**src/rtl/bus_master_arbiter.sv**
```systemverilog
`default_nettype none
// ============================================================================
// Module   : bus_master_arbiter
// Purpose  : Shares one AHB-Lite master port between a data port (0) and an
//            instruction-fetch port (1); one transfer in flight at a time.
// Revision : 1.0
// ============================================================================
module bus_master_arbiter #(
    parameter int MAX_CONSEC = 4
) (
    input  logic        clock,
    input  logic        reset,

    input  logic        req0_valid,
    input  logic [31:0] req0_addr,
    input  logic        req0_write,
    input  logic [1:0]  req0_size,
    input  logic [31:0] req0_wdata,
    output logic        req0_ready,
    output logic        rsp0_valid,
    output logic [31:0] rsp0_data,
    output logic        rsp0_error,

    input  logic        req1_valid,
    input  logic [31:0] req1_addr,
    input  logic        req1_write,
    input  logic [1:0]  req1_size,
    input  logic [31:0] req1_wdata,
    output logic        req1_ready,
    output logic        rsp1_valid,
    output logic [31:0] rsp1_data,
    output logic        rsp1_error,

    output logic [31:0] haddr,
    output logic [1:0]  htrans,
    output logic        hwrite,
    output logic [2:0]  hsize,
    output logic [31:0] hwdata,
    input  logic [31:0] hrdata,
    input  logic        hready,
    input  logic        hresp
);

    typedef enum logic [1:0] {
        IDLE = 2'd0,
        ADDR = 2'd1,
        DATA = 2'd2
    } state_t;

    localparam logic [3:0] C_MAX_CONSEC = 4'(MAX_CONSEC);
    localparam logic [1:0] C_IDLE       = 2'b00;
    localparam logic [1:0] C_NONSEQ     = 2'b10;

    state_t      state_q, state_d;
    logic [3:0]  starve_q, starve_d;
    logic        sel_q, sel_d;
    logic [31:0] wdata_q, wdata_d;
    logic [31:0] haddr_q, haddr_d;
    logic [1:0]  htrans_q, htrans_d;
    logic        hwrite_q, hwrite_d;
    logic [2:0]  hsize_q, hsize_d;
    logic [31:0] hwdata_q, hwdata_d;
    logic        req0_ready_q, req0_ready_d;
    logic        req1_ready_q, req1_ready_d;
    logic        rsp0_valid_q, rsp0_valid_d;
    logic        rsp1_valid_q, rsp1_valid_d;
    logic [31:0] rsp0_data_q, rsp0_data_d;
    logic [31:0] rsp1_data_q, rsp1_data_d;
    logic        rsp0_error_q, rsp0_error_d;
    logic        rsp1_error_q, rsp1_error_d;
    logic        grant1;
    logic [31:0] rsp_data;

    // Fetch wins when it is alone, or when data has starved it long enough.
    assign grant1   = req1_valid && (!req0_valid || (starve_q == C_MAX_CONSEC));
    assign rsp_data = (hresp || hwrite_q) ? 32'd0 : hrdata;

    always_comb begin
        state_d      = state_q;
        starve_d     = starve_q;
        sel_d        = sel_q;
        wdata_d      = wdata_q;
        haddr_d      = haddr_q;
        htrans_d     = htrans_q;
        hwrite_d     = hwrite_q;
        hsize_d      = hsize_q;
        hwdata_d     = hwdata_q;
        req0_ready_d = 1'b0;
        req1_ready_d = 1'b0;
        rsp0_valid_d = 1'b0;
        rsp1_valid_d = 1'b0;
        rsp0_data_d  = 32'd0;
        rsp1_data_d  = 32'd0;
        rsp0_error_d = 1'b0;
        rsp1_error_d = 1'b0;

        case (state_q)
            IDLE: begin
                htrans_d = C_IDLE;
                if (req0_valid || req1_valid) begin
                    sel_d    = grant1;
                    haddr_d  = grant1 ? req1_addr : req0_addr;
                    hwrite_d = grant1 ? req1_write : req0_write;
                    hsize_d  = {1'b0, (grant1 ? req1_size : req0_size)};
                    wdata_d  = grant1 ? req1_wdata : req0_wdata;
                    htrans_d = C_NONSEQ;
                    req0_ready_d = !grant1;
                    req1_ready_d = grant1;
                    state_d  = ADDR;
                    if (grant1 || !req1_valid) begin
                        starve_d = 4'd0;
                    end else if (starve_q != C_MAX_CONSEC) begin
                        starve_d = starve_q + 4'd1;
                    end
                end
            end
            ADDR: begin
                if (hready) begin
                    htrans_d = C_IDLE;
                    hwdata_d = wdata_q;
                    state_d  = DATA;
                end
            end
            DATA: begin
                // hresp is only meaningful on the completing (hready) cycle.
                if (hready) begin
                    rsp0_valid_d = !sel_q;
                    rsp1_valid_d = sel_q;
                    rsp0_error_d = !sel_q && hresp;
                    rsp1_error_d = sel_q && hresp;
                    rsp0_data_d  = sel_q ? 32'd0 : rsp_data;
                    rsp1_data_d  = sel_q ? rsp_data : 32'd0;
                    state_d      = IDLE;
                end
            end
            default: begin
                state_d  = IDLE;
                htrans_d = C_IDLE;
            end
        endcase
    end

    always_ff @(posedge clock or negedge reset) begin
        if (!reset) begin
            state_q      <= IDLE;
            starve_q     <= 4'd0;
            sel_q        <= 1'b0;
            wdata_q      <= 32'd0;
            haddr_q      <= 32'd0;
            htrans_q     <= C_IDLE;
            hwrite_q     <= 1'b0;
            hsize_q      <= 3'd0;
            hwdata_q     <= 32'd0;
            req0_ready_q <= 1'b0;
            req1_ready_q <= 1'b0;
            rsp0_valid_q <= 1'b0;
            rsp1_valid_q <= 1'b0;
            rsp0_data_q  <= 32'd0;
            rsp1_data_q  <= 32'd0;
            rsp0_error_q <= 1'b0;
            rsp1_error_q <= 1'b0;
        end else begin
            state_q      <= state_d;
            starve_q     <= starve_d;
            sel_q        <= sel_d;
            wdata_q      <= wdata_d;
            haddr_q      <= haddr_d;
            htrans_q     <= htrans_d;
            hwrite_q     <= hwrite_d;
            hsize_q      <= hsize_d;
            hwdata_q     <= hwdata_d;
            req0_ready_q <= req0_ready_d;
            req1_ready_q <= req1_ready_d;
            rsp0_valid_q <= rsp0_valid_d;
            rsp1_valid_q <= rsp1_valid_d;
            rsp0_data_q  <= rsp0_data_d;
            rsp1_data_q  <= rsp1_data_d;
            rsp0_error_q <= rsp0_error_d;
            rsp1_error_q <= rsp1_error_d;
        end
    end

    assign haddr      = haddr_q;
    assign htrans     = htrans_q;
    assign hwrite     = hwrite_q;
    assign hsize      = hsize_q;
    assign hwdata     = hwdata_q;
    assign req0_ready = req0_ready_q;
    assign req1_ready = req1_ready_q;
    assign rsp0_valid = rsp0_valid_q;
    assign rsp1_valid = rsp1_valid_q;
    assign rsp0_data  = rsp0_data_q;
    assign rsp1_data  = rsp1_data_q;
    assign rsp0_error = rsp0_error_q;
    assign rsp1_error = rsp1_error_q;

endmodule
`default_nettype wire

```
**config.mk**
```make
export PLATFORM = sky130hd
export DESIGN_NAME = bus_master_arbiter
export DESIGN_NICKNAME = d
export VERILOG_FILES = /design/src/rtl/bus_master_arbiter.sv
export SDC_FILE = /design/constraint.sdc
export NUM_CORES = 1
export LEC_CHECK = 0
export CELL_PAD_IN_SITES_DETAIL_PLACEMENT = 1
export CELL_PAD_IN_SITES_GLOBAL_PLACEMENT = 1
export CORE_MARGIN = 4
export CORE_UTILIZATION = 39
export DETAILED_ROUTE_END_ITERATION = 8
export DONT_BUFFER_PORTS = 1
export PLACE_DENSITY_LB_ADDON = 0.12
export SLEW_MARGIN = 20
export SYNTH_ARGS = -nofsm -noshare
export SYNTH_HDL_FRONTEND = slang
export SYNTH_SLANG_ARGS = --single-unit
export TNS_END_PERCENT = 20
```
**constraint.sdc**
```tcl
create_clock -name clock -period 1.85 [get_ports clock]
set_input_delay 0.185 -clock clock [delete_from_list [all_inputs] [get_ports clock]]
set_output_delay 0.185 -clock clock [all_outputs]
set_load 0.05 [all_outputs]
```
==> impl_metrics.json, run 1 <==
{
  "run_status": "stopped before the end",
  "haltStage": "clock tree synthesis (4_1_cts)",
  "firstError": "[ERROR RSZ-0060] Max buffer count reached.",
  "syn_area_per_cell_um2": 13.8,
  "numPortBuffers": 0,
  "chipWidth_um": 139,
  "synth_edf_count": 0,
  "async_flop_share": 1.00,
  "rows": 47,
  "io-pin-count": 312,
  "ys_seq_area_frac": 0.657,
  "cts_buffers": 17,
  "yosys_most_used_dff": "dfrtp_1",
  "dp_hpwl_mm": 12.9,
  "synth_cell_types": 32,
  "yosys_warnings": 0,
  "die_y_um": 139,
  "cts_hold_buffers": 144,
  "post_cts_buffers": 0,
  "cts_resized": 0,
  "clockRootBuffer": "clkbuf_16",
  "cts.sinks": 177,
  "synth_area_mm2": 0.00674,
  "clockBufferDepth": 2,
  "postSynthCellCount": 488,
  "cts_htree_levels": 4,
  "start_util": 0.402,
  "ys_ff_latch": 177,
  "gp_congestion": 0.770
}
==> logic make-up after synthesis <==
logic type,count (synthesis),synth area share
flip-flops,177,0.657
adder cells (fa/ha/maj),2,0.00371
AO/OA/AOI/OAI,145,0.174
multiplexers,32,0.0535
other,1,0.000556
AND/OR/NAND/NOR,87,0.0804
buffers and inverters,44,0.0306
==> through the flow <==
stage / hold slack [ns] / cells / worst slack, ns / utilization / instance area [um^2]
global placement: -0.106 / 684 / 0.181 / 0.420 / 7050
detailed placement: -0.106 / 684 / 0.133 / 0.420 / 7050
floorplan: -0.111 / 489 / 0.158 / - / 6750
==> synthesized netlist by cell type (all sizes together) (3+ instances only) <==
master    n  area [um^2]
nand3b    3         35.0
mux2     32          360
nand2     5         18.8
a21o     68          510
nor2      3         13.8
inv       4         15.0
o21ai     5         28.8
a22o     67          587
nand3     3         15.0
and3     65          407
clkbuf   26         97.6
buf      14         93.8
dfrtp   177         4430
==> run 2: changes to the inputs <==
==> config.mk (replaced) <==
export PLATFORM = sky130hd
export DESIGN_NAME = bus_master_arbiter
export DESIGN_NICKNAME = d
export VERILOG_FILES = /design/src/rtl/bus_master_arbiter.sv
export SDC_FILE = /design/constraint.sdc
export NUM_CORES = 1
export LEC_CHECK = 0
export CORE_MARGIN = 4
export CORE_UTILIZATION = 24
export DETAILED_ROUTE_END_ITERATION = 8
export DONT_BUFFER_PORTS = 1
export PLACE_DENSITY_LB_ADDON = 0.15
export SLEW_MARGIN = 20
export SYNTH_ARGS = -nofsm -noshare
export SYNTH_HDL_FRONTEND = slang
export SYNTH_SLANG_ARGS = --single-unit
export TNS_END_PERCENT = 20
==> run 2 against run 1 <==
The flow now finishes, with violations (hold timing). Area after synthesis stayed put. Synthesized cell count stayed put.
==> impl_metrics.json, run 2 <==
{
  "synth_top_area_share": 0.657,
  "postSynthCellCount": 488,
  "fmax_mhz": 553,
  "cts_htree_levels": 4,
  "via_per_inst": 4.56,
  "chipWidth_um": 176,
  "synth_edf_count": 0,
  "routedWlPerCell_um": 19.5,
  "critPathSlowestCell": "dfrtp_1",
  "syn_area_per_cell_um2": 13.8,
  "antenna_found_initial": 1,
  "clockBufferDepth": 2,
  "yosys_most_used_dff": "dfrtp_1",
  "hold_viol_final": 177,
  "rows": 61,
  "gp_congestion": 0.710,
  "layout-drive-gt1-share": 0.147,
  "detail_route.first_pass.iterations": 4,
  "grt_setup_unrepaired": "true",
  "start_util": 0.243,
  "syn2layout_area_growth_pct": 44.3,
  "drc_errors": 0,
  "run_status": "finished, violations left",
  "synth_largest_area_cell": "dfrtp_1",
  "cp.arrival_ns": 2.12,
  "ant_nets": 0,
  "slowest_delay_ns": 0.40,
  "drv_slew": 0,
  "cts.sinks": 177,
  "synth_cell_types": 32,
  "clockRootBuffer": "clkbuf_16",
  "numPortBuffers": 0,
  "synth.area.top_cells": "dfrtp_1 66%, a22o_1 8.7%, a21o_1 7.6%",
  "crit_type": "flop to flop",
  "cap_violations": 0,
  "overflow": 0,
  "drt_iter0_drc": 243,
  "yosys_warnings": 0,
  "crit_chain": "inv_2 -> ha_4 -> nand3b_4 -> o211a_4 -> buf_12 -> clkbuf_16 -> a22o_1 -> a21o_1",
  "setup_ws_ns": 0.0421,
  "timing.hold.ws_ns": -0.546,
  "grt_pass1_vias": 5208,
  "pre_cts_slack_ns": 0.0270,
  "setup_violations": 0,
  "grt_start_max_net_pins": 178,
  "startpoint_type": "flop",
  "cts_buffers": 17,
  "finalCritPeriodShare": 0.977,
  "hp-class": "input port to asynchronous set/reset pin",
  "cp_top_family": "compound AO/OA/AOI/OAI gates",
  "dp_hpwl_mm": 12.6,
  "ys_ff_latch": 177,
  "die_y_um": 176,
  "die_area_mm2": 0.0308,
  "cts_tree": "yes",
  "core_mm2": 0.0278,
  "ys_seq_area_frac": 0.657,
  "final_common_cell": "dfrtp_1",
  "critPathCaptureType": "flop",
  "async_flop_share": 1.00,
  "critPathBufInv": 3,
  "track_usage": 0.126,
  "synth_area_mm2": 0.00674,
  "leakage_nw": 4.99,
  "final_cell_mix": "177 x dfrtp_1, 169 x dlygate4sd3_1, 68 x a21o_1",
  "yosysMostFrequentCell": "dfrtp_1",
  "vias": 4802,
  "fin_nets": 836,
  "cp_max_fo": 8,
  "vdd.ir_drop.worst_v": 0.000766,
  "clk_latency_ns": 0.43,
  "max_slew_margin": 0.636,
  "finalWirelength_mm": 20.6,
  "fin_skew_ns": 0.0170,
  "synthTopCellsByCount": "177 x dfrtp_1, 68 x a21o_1, 67 x a22o_1",
  "cp.required_ns": 2.16,
  "clkTransAtPathRegs_ns": 0.08,
  "grt_pass1_wl_mm": 30.6,
  "io-pin-count": 312,
  "powerDensity_mw_per_mm2": 1680,
  "min_period_ns": 1.81,
  "violations": "hold timing",
  "tightest_slew_ns": 0.546
}
-- run 2: worst paths after layout --
check	from	to	slack, ns	depth (start not counted)
min in group clock	req0_addr[23]	haddr[23]	0.02	2
max reg2reg	starve_q[1]	haddr[29]	0.04	8
max	starve_q[1]	haddr[29]	0.04	8
max in group asynchronous	reset	haddr[11]	2.07	0
min	reset	wdata_q[24]	-0.55	0
min reg2reg	wdata_q[5]	hwdata[5]	0.50	1
-- run 2: layout make-up --
cell class	count	area, um^2
fill	2708	18100
sequential	177	4430
multi-input combinational	268	2140
timing repair buffer	194	2030
tap	378	473
clock buffer	17	425
clock inverter	15	215
inverter	4	15.0
antenna	1	2.50
-- run 2: worst register-to-register path, stage by stage, from the launching register on --
cell and delay [ns]:
dfrtp_1 0.40, inv_2 0.09, ha_4 0.15, nand3b_4 0.09
o211a_4 0.28, buf_12 0.15, clkbuf_16 0.17, a22o_1 0.24
a21o_1 0.16
-- run 2: power by group --
part	switching, W	internal (W)
combinational	0.00178	0.00229
clock	0.00189	0.00190
sequential	0.00352	0.00498
-- run 2: through the flow --
| stage | utilization | cells | cell area (um^2) | TNS, ns | total power, W |
|---|---|---|---|---|---|
| 6_report | 0.350 | 1054 | 9730 | 0 | 0.0164 |
| 3_3_place_gp | 0.259 | 842 | 7210 | 0 | 0.0119 |
| 2_1_floorplan | - | 489 | 6750 | 0 | 0.0109 |
| 4_1_cts | 0.343 | 1042 | 9530 | 0 | 0.0162 |
| 5_1_grt | 0.350 | 1054 | 9730 | -0.191 | 0.0172 |
| 3_5_place_dp | 0.259 | 842 | 7210 | 0 | 0.0120 |
-- run 2: cells by family after synthesis --
group	after synthesis	synth area share
AOI/OAI and AO/OA	145	0.174
adders and majority gates	2	0.00371
buffers and inverters	44	0.0306
DFF	177	0.657
muxes	32	0.0535
other	1	0.000556
and+or+nand+nor	87	0.0804
-- run 2: timing repair --
action / 4_1_cts / 5_1_grt
hold buffers: 168 / 1
endpoints found under the setup margin: 0 / 55
hold endpoints to repair: 314 / 178
resized for setup: 0 / 11
setup buffers: 0 / 5
-- run 2: metal layers --
| metal | up-vias | share of wire | track usage |
|---|---|---|---|
| met2 | 220 | 0.51 | 0.218 |
| met4 | 0 | 0.016 | 0.0387 |
| met1 | 2431 | 0.39 | 0.148 |
| met3 | 21 | 0.079 | 0.0454 |
| li1 | 2130 | - | - |
| met5 | - | 0 | 0 |
Power figures use the tool's default switching activity.
==> run 3: changes to the inputs <==
--- a/config.mk
+++ b/config.mk
@@ -7,6 +7,8 @@
 export LEC_CHECK = 0
 export CORE_MARGIN = 4
 export CORE_UTILIZATION = 24
+export CTS_CLUSTER_DIAMETER = 80
+export CTS_CLUSTER_SIZE = 20
 export DETAILED_ROUTE_END_ITERATION = 8
 export DONT_BUFFER_PORTS = 1
 export PLACE_DENSITY_LB_ADDON = 0.15
==> constraint.sdc (replaced) <==
create_clock -name clock -period 2.1 [get_ports clock]
set_input_delay 0.21 -clock clock [delete_from_list [all_inputs] [get_ports clock]]
set_output_delay 0.21 -clock clock [all_outputs]
set_load 0.05 [all_outputs]
==> run 3 against run 2 <==
The run still ends with hold timing left. Via count down 2.1%. Hold slack gained 0.027 ns. Sequential share of layout area grew 1.0 points. Clock-buffer cell count unchanged. Non-clock buffer count decreased by 15. Combinational power down 22%. Largest power group unchanged. Critical path type unchanged. Largest cell class unchanged. Wire length is 4.7% lower. Maximum frequency down 9.2%. Clock skew increased by 0.00070 ns. Sequential power shrank 12%. Clock power decreased by 9.8%.
==> impl_metrics.json, run 3 (synthesis gave the netlist of run 2 again) <==
{
  "max_slew_margin": 0.387,
  "final_cells": 1039,
  "fin_skew_ns": 0.0177,
  "dr_wl_met2_mm": 9.75,
  "reg2reg_depth": 6,
  "core_mm2": 0.0278,
  "vdd.ir_drop.worst_v": 0.000507,
  "final_util": 0.342,
  "crit_chain": "inv_2 -> ha_4 -> nand3b_4 -> o211a_4 -> a22o_1 -> a21o_1",
  "clk_latency_ns": 0.43,
  "powerDensity_mw_per_mm2": 1480,
  "clockBufferDepth": 2,
  "hold_viol_final": 177,
  "io-pin-count": 312,
  "placed_cells": 836,
  "grt_pass1_wl_mm": 30.1,
  "fin_nets": 821,
  "cts_buffers": 17,
  "crit_type": "flop to flop",
  "cap_violations": 0,
  "critPathCaptureType": "flop",
  "top_layer_used": "met4",
  "final_cell_mix": "177 x dfrtp_1, 170 x dlygate4sd3_1, 68 x a21o_1",
  "p_total_w": 0.0141,
  "via_per_inst": 4.52,
  "drc_errors": 0,
  "cp_max_fo": 68,
  "leakage_nw": 4.88,
  "grt_start_max_net_pins": 178,
  "slowest_delay_ns": 0.73,
  "die_area_mm2": 0.0308,
  "place_area_mm2": 0.00715,
  "min_period_ns": 1.99,
  "timing.hold.ws_ns": -0.519,
  "start_util": 0.243,
  "dp_hpwl_mm": 12.1,
  "drt_iter0_drc": 239,
  "cts.sinks": 177,
  "critPathSlowestCell": "o211a_4",
  "grt_setup_unrepaired": "true",
  "cts_hold_buffers": 170,
  "gp_congestion": 0.708,
  "track_usage": 0.124,
  "cp.required_ns": 2.46,
  "syn2layout_area_growth_pct": 41.1,
  "post_cts_buffers": 0,
  "grt_pass1_vias": 5159,
  "postLayoutCellArea_mm2": 0.00951,
  "cts_tree": "yes",
  "wirelength_met1_mm": 7.84,
  "hp-class": "input port to asynchronous set/reset pin",
  "numPortBuffers": 0,
  "final_common_cell": "dfrtp_1",
  "run_status": "finished, violations left",
  "fmax_mhz": 502,
  "finalCritPeriodShare": 0.949,
  "rrSetupSlack_ns": 0.11,
  "clkTransAtPathRegs_ns": 0.08,
  "rows": 61,
  "cp.arrival_ns": 2.35,
  "setup_tns_ns": 0,
  "wl_met3_mm": 1.63,
  "vias": 4699,
  "cts_htree_levels": 4,
  "startpoint_type": "flop",
  "die_y_um": 176,
  "overflow": 0,
  "antenna_found_initial": 1,
  "routedWlPerCell_um": 18.9,
  "detail_route.first_pass.iterations": 4,
  "tightest_slew_ns": 0.920,
  "violations": "hold timing",
  "layout-drive-gt1-share": 0.126,
  "ant_nets": 0,
  "drv_slew": 0,
  "finalWirelength_mm": 19.6,
  "chipWidth_um": 176,
  "clockRootBuffer": "clkbuf_16",
  "setup_violations": 0
}
[run 3: final timing paths]
check / to / start
max reg2reg: haddr[10] / starve_q[0]
min: req0_ready / reset
max in group asynchronous: haddr[10] / reset
min in group clock: haddr[25] / req0_addr[25]
min reg2reg: sel_q / sel_q
max: haddr[10] / starve_q[0]
[run 3: routing by layer]
| layer | track usage | up-vias |
|---|---|---|
| li1 | - | 2091 |
| met1 | 0.145 | 2349 |
| met2 | 0.208 | 236 |
| met3 | 0.0463 | 23 |
| met4 | 0.0435 | 0 |
| met5 | 0 | - |
[run 3: area by class of cell]
class | instances | area, um^2
Inverter | 4 | 15.0
Sequential cell | 177 | 4430
Multi-Input combinational cell | 268 | 2140
Timing Repair Buffer | 179 | 1810
Clock inverter | 15 | 223
Fill cell | 2750 | 18300
Tap cell | 378 | 473
Clock buffer | 17 | 425
Antenna cell | 1 | 2.50
[run 3: power breakdown]
group / switching [W] / leakage, nW / internal, W
combinational: 0.00141 / 2.26 / 0.00175
sequential: 0.00312 / 2.31 / 0.00438
clock: 0.00173 / 0.311 / 0.00169
[run 3: through the flow]
step           setup slack, ns  hold WS (ns)
2_1_floorplan            0.408       -0.0856
3_3_place_gp             0.135       -0.0793
3_5_place_dp            0.0736       -0.0791
4_1_cts                 0.0520        -0.557
5_1_grt               -0.00739        -0.562
6_report                 0.108        -0.519
[run 3: repair_timing]
item                                    4_1_cts  5_1_grt
endpoints found under the hold margin       313      177
gates resized for setup                       0        4
endpoints found under the setup margin        0       59
[run 3: critical path: cells and delay by family, from the launching register on]
kind	cells	cell delay, ns
compound gates	3	1.10
flops	1	0.40
simple gates	1	0.09
buf+inv	1	0.07
fa+ha+maj	1	0.16
